## src/rtl/shift_add_multiplier.sv

```systemverilog
// Radix-2 sequential shift-add multiplier, signed/unsigned.
// Fixed WIDTH-cycle latency; the result is registered on completion.
module shift_add_multiplier #(
   parameter int WIDTH = 8
) (
   input  logic               clk,
   input  logic               clear,
   input  logic               input_start,
   input  logic               is_signed,
   input  logic [WIDTH-1:0]   A,
   input  logic [WIDTH-1:0]   B,
   output logic [2*WIDTH-1:0] out,
   output logic               busy,
   output logic               done
);

   localparam int CW = $clog2(WIDTH + 1);
   localparam logic [CW-1:0] CNT_INIT = CW'(WIDTH);
   localparam logic [CW-1:0] CNT_ONE  = CW'(1);

   typedef enum logic [1:0] {
      IDLE,
      RUN,
      DONE
   } state_t;

   state_t             state;
   logic [2*WIDTH-1:0] mcand;
   logic [2*WIDTH-1:0] acc;
   logic [2*WIDTH-1:0] sum;
   logic [WIDTH-1:0]   mplier;
   logic [WIDTH-1:0]   a_mag;
   logic [WIDTH-1:0]   b_mag;
   logic [CW-1:0]      cnt;
   logic               neg;

   // Magnitude of the most-negative value still fits as an unsigned WIDTH-bit number.
   always_comb begin
      a_mag = A;
      b_mag = B;
      if (is_signed && A[WIDTH-1]) a_mag = -A;
      if (is_signed && B[WIDTH-1]) b_mag = -B;
      sum = acc + (mplier[0] ? mcand : '0);
   end

   always_ff @(posedge clk or posedge clear) begin
      if (clear) begin
         state  <= IDLE;
         out    <= '0;
         busy   <= 1'b0;
         done   <= 1'b0;
         acc    <= '0;
         mcand  <= '0;
         mplier <= '0;
         cnt    <= '0;
         neg    <= 1'b0;
      end else begin
         case (state)
            RUN: begin
               acc    <= sum;
               mcand  <= mcand << 1;
               mplier <= mplier >> 1;
               cnt    <= cnt - CNT_ONE;
               if (cnt == CNT_ONE) begin
                  out   <= neg ? -sum : sum;
                  busy  <= 1'b0;
                  done  <= 1'b1;
                  state <= DONE;
               end
            end
            default: begin
               if (input_start) begin
                  mcand  <= {{WIDTH{1'b0}}, a_mag};
                  mplier <= b_mag;
                  neg    <= is_signed & (A[WIDTH-1] ^ B[WIDTH-1]);
                  acc    <= '0;
                  cnt    <= CNT_INIT;
                  busy   <= 1'b1;
                  done   <= 1'b0;
                  state  <= RUN;
               end
            end
         endcase
      end
   end

endmodule

```

## config.mk

```make
export PLATFORM = sky130hd
export DESIGN_NAME = shift_add_multiplier
export DESIGN_NICKNAME = d
export VERILOG_FILES = /design/src/rtl/shift_add_multiplier.sv
export SDC_FILE = /design/constraint.sdc
export NUM_CORES = 1
export LEC_CHECK = 0
export BUFFER_PORTS_ARGS = -buffer_cell sky130_fd_sc_hd__buf_2
export CAP_MARGIN = 20
export CELL_PAD_IN_SITES_DETAIL_PLACEMENT = 2
export CELL_PAD_IN_SITES_GLOBAL_PLACEMENT = 2
export CORE_MARGIN = 1.5
export CORE_UTILIZATION = 37
export CTS_BUF_LIST = sky130_fd_sc_hd__clkbuf_16
export DETAILED_ROUTE_END_ITERATION = 8
export GPL_ROUTABILITY_DRIVEN = 0
export GPL_TIMING_DRIVEN = 0
export PLACE_DENSITY_LB_ADDON = 0.12
export SLEW_MARGIN = 20
export SYNTH_ARGS = -nofsm -noshare
export SYNTH_HDL_FRONTEND = slang
export SYNTH_SLANG_ARGS = --single-unit
```

## constraint.sdc

```tcl
create_clock -name clk -period 4.5 [get_ports clk]
set_clock_uncertainty 0.1 [all_clocks]
set_input_delay 0.45 -clock clk [delete_from_list [all_inputs] [get_ports clk]]
set_output_delay 0.45 -clock clk [all_outputs]
set_load 0.02 [all_outputs]
```

==> metrics.yaml <==
outcome:
  status: "finished clean"
floorplan:
  die_area_um2: 11610
  die_w_um: 107.7
  fp.coreArea_um2: 10750
  num_rows: 38
  dieHeight_um: 107.7
  start_util: 0.3777
  io_pins: 38
critical_path:
  critical_path.max_fanout: 10
  critPathCaptureType: "register"
  crit_chain: "clkbuf_1 > and2_1 > ha_1 > fa_1 > a211oi_2 > o2111ai_2 > a211oi_2 > nand4_1 > nor4b_4 > nand3_1 > or4_1 > nand4_1"
  r2r.worst_path.cells: 12
  required_ns: 4.67
  slowest_delay_ns: 0.50
  startpoint_type: "register"
  endpoint: "out[15]"
  r2r_start: "mplier[0]"
  r2r_slack_ns: 0.47
  r2r-end: "out[15]"
  path_class: "reg2reg"
  worstSetupStartpoint: "mplier[0]"
  cpMaxStageDelayCell: "or4_1"
  cp.arrival_ns: 4.20
sta:
  period_needed_ns: 4.033
  finalCritPeriodShare: 0.8962
  worst-slew-pin-transition_ns: 0.7420
  fmax_ghz: 0.2480
  grt_setup_unrepaired: "no"
  slew_violations: 0
  fin_setup_tns_ns: 0
  finalHoldViolCount: 0
  setup_ws_ns: 0.4672
  finalSetupViolations: 0
  slew_headroom: 0.5015
placed_design:
  dp_cells: 651
  dp_hpwl_um: 9685
  dp_slack_ns: 0.3277
  numPortBuffers: 36
final_layout:
  fin_cells: 668
  finalNetCount: 564
  drive_gt1_frac: 0.1174
  antennaDiodeCount: 0
  nFillCells: 1234
  multi_input_area_um2: 2337
  final-seq-area_um2: 1577
  final_common_cell: "nand2_1"
  final_cell_mix: "nand2_1 (71), o21ai_0 (68), dfrtp_1 (63), buf_2 (38), clkbuf_1 (23)"
  syn2layout_area_growth_pct: 16.83
global_route:
  overflow: 0
  grt_pass1_wl_um: 21000
  grt_start_max_net_pins: 45
  grt_antenna_before_repair: 0
  grt_pass1_vias: 4110
  grt_use_total: 0.2345
drt:
  via_per_inst: 5.528
  routed_wl_um: 12480
  drt_iter0_markers: 96
  vias: 3693
  drt.antenna.violating_nets: 0
  firstDrtPassIters: 4
  wl_per_cell_um: 18.68
  drcViolationCount: 0
synthesis:
  syn_area_per_cell_um2: 8.563
  synthDistinctLibCells: 50
  synthArstFlopShare: 1.000
  synth-seq-area-share: 0.3884
  ys_ff_latch: 63
  yosys_most_used_dff: "dfrtp_1"
  synthesis.nets: 515
  synthesis.instances: 474
  yosysWarnings: 0
  netlist_area_um2: 4059
  synth-edff-count: 0
clock_tree:
  cts_tree: "built"
  clk_pin_slew_ns: 0.05
  cts_root_buf: "clkbuf_16"
  clock_latency_ns: 0.34
  post_cts_buffers: 0
  cts_inserted_buffers: 9
  htree_levels: 3
  cts_num_sinks: 63
  cts_buffer_depth: 2
power:
  power.total_mw: 3.324
  p_per_area_nw_per_um2: 700.9
  vdd_drop_max_uv: 252.0
  leakagePower_nw: 2.151
worst_hold_path:
  hp-class: "in2reg"
run:
  maxCapViolations: 0
state kept, by name (all words and copies together), names as in the netlist:
register and cells:
acc 16, cnt 4, done 1, mcand 16
mplier 8, neg 1, out 16, state 1
layout make-up:
class,count,share of cell area
repair buffers,38,0.04591
clock buffers,9,0.04749
multi-input cells,371,0.4929
clock inverters,7,0.01161
well taps,140,0.03694
plain buffers,25,0.02032
inverters,15,0.01240
flip-flops and latches,63,0.3325
what timing repair did:
action                                 4_1_cts  5_1_grt
endpoints found under the hold margin       19        0
hold buffers                                 1        0
setup endpoints to repair                    0        1
gates resized for setup                      0        1
through the flow:
stage                       util  hold slack, ns  instance area (um^2)
after floorplan                -          0.3447                  4059
after global placement    0.4108          0.3566                  4414
after CTS                 0.4406          0.3303                  4735
after detailed placement  0.4136          0.3281                  4444
after global routing      0.4413          0.3681                  4742
final                     0.4413          0.3249                  4742
worst max-delay path, delay by kind of cell, from the launching register on:
kind                       cells  cell delay (ns)
AOI/OAI and AO/OA              3             0.86
adders and majority gates      2             0.71
and+or+nand+nor                6             1.57
buffers and inverters          1             0.24
DFF                            1             0.47
metal layers:
layer | wire (um) | part of all wire | global-route usage | vias up
li1 | - | - | - | 1766
met1 | 5535 | 0.44 | 0.2849 | 1859
met2 | 6471 | 0.52 | 0.4240 | 52
met3 | 273 | 0.022 | 0.02906 | 16
met4 | 201 | 0.016 | 0.08271 | 0
met5 | 0 | 0 | 0 | -
cells by family after synthesis:
| group | Yosys count | share of synthesized area |
|---|---|---|
| muxes | 5 | 0.01264 |
| xor gates and xnor gates | 31 | 0.06689 |
| DFF | 63 | 0.3884 |
| AOI/OAI and AO/OA | 139 | 0.2078 |
| adders and majority gates | 21 | 0.06658 |
| buffers and inverters | 40 | 0.03761 |
| and+or+nand+nor | 175 | 0.2201 |
synth_stat cells (2+ instances only):
library cell / count / area [um^2]
a211o_1: 2 / 17.52
a211oi_1: 3 / 22.52
a211oi_2: 3 / 37.54
a21o_1: 6 / 45.04
a21oi_1: 15 / 75.07
a31oi_1: 5 / 31.28
and2_1: 15 / 93.84
and3_1: 2 / 12.51
buf_2: 2 / 10.01
clkbuf_1: 23 / 86.33
dfrtp_1: 63 / 1577
ha_1: 20 / 250.2
inv_1: 15 / 56.30
mux2i_1: 4 / 40.04
nand2_1: 71 / 266.5
nand2b_1: 11 / 68.82
nand3_1: 17 / 85.08
nand3b_1: 16 / 120.1
nand4_1: 5 / 31.28
nor2_1: 14 / 52.55
nor2b_1: 3 / 18.77
nor3_1: 9 / 45.04
o211ai_1: 4 / 30.03
o21a_1: 2 / 15.01
o21ai_0: 68 / 340.3
o21ai_1: 15 / 75.07
o31ai_1: 3 / 22.52
or3_1: 7 / 43.79
xnor2_1: 21 / 183.9
xor2_1: 10 / 87.58
where the power goes:
group	internal [mW]	switching (mW)	leakage, nW
clock network	0.419	0.252	0.143
registers	0.800	0.157	0.816
logic	0.586	1.11	1.19
worst min-delay path by stage:
stage,start,to,slack [ns],cells past startpoint
after global placement,out[2],out[2],0.36,2
final,B[7],mplier[7],0.32,3
after global routing,B[7],mplier[7],0.37,3
after floorplan,mplier[1],mplier[0],0.34,2
after CTS,B[7],mplier[7],0.33,3
after detailed placement,clear,mplier[5],0.33,2
No activity file was read; power rests on OpenSTA's default activity.
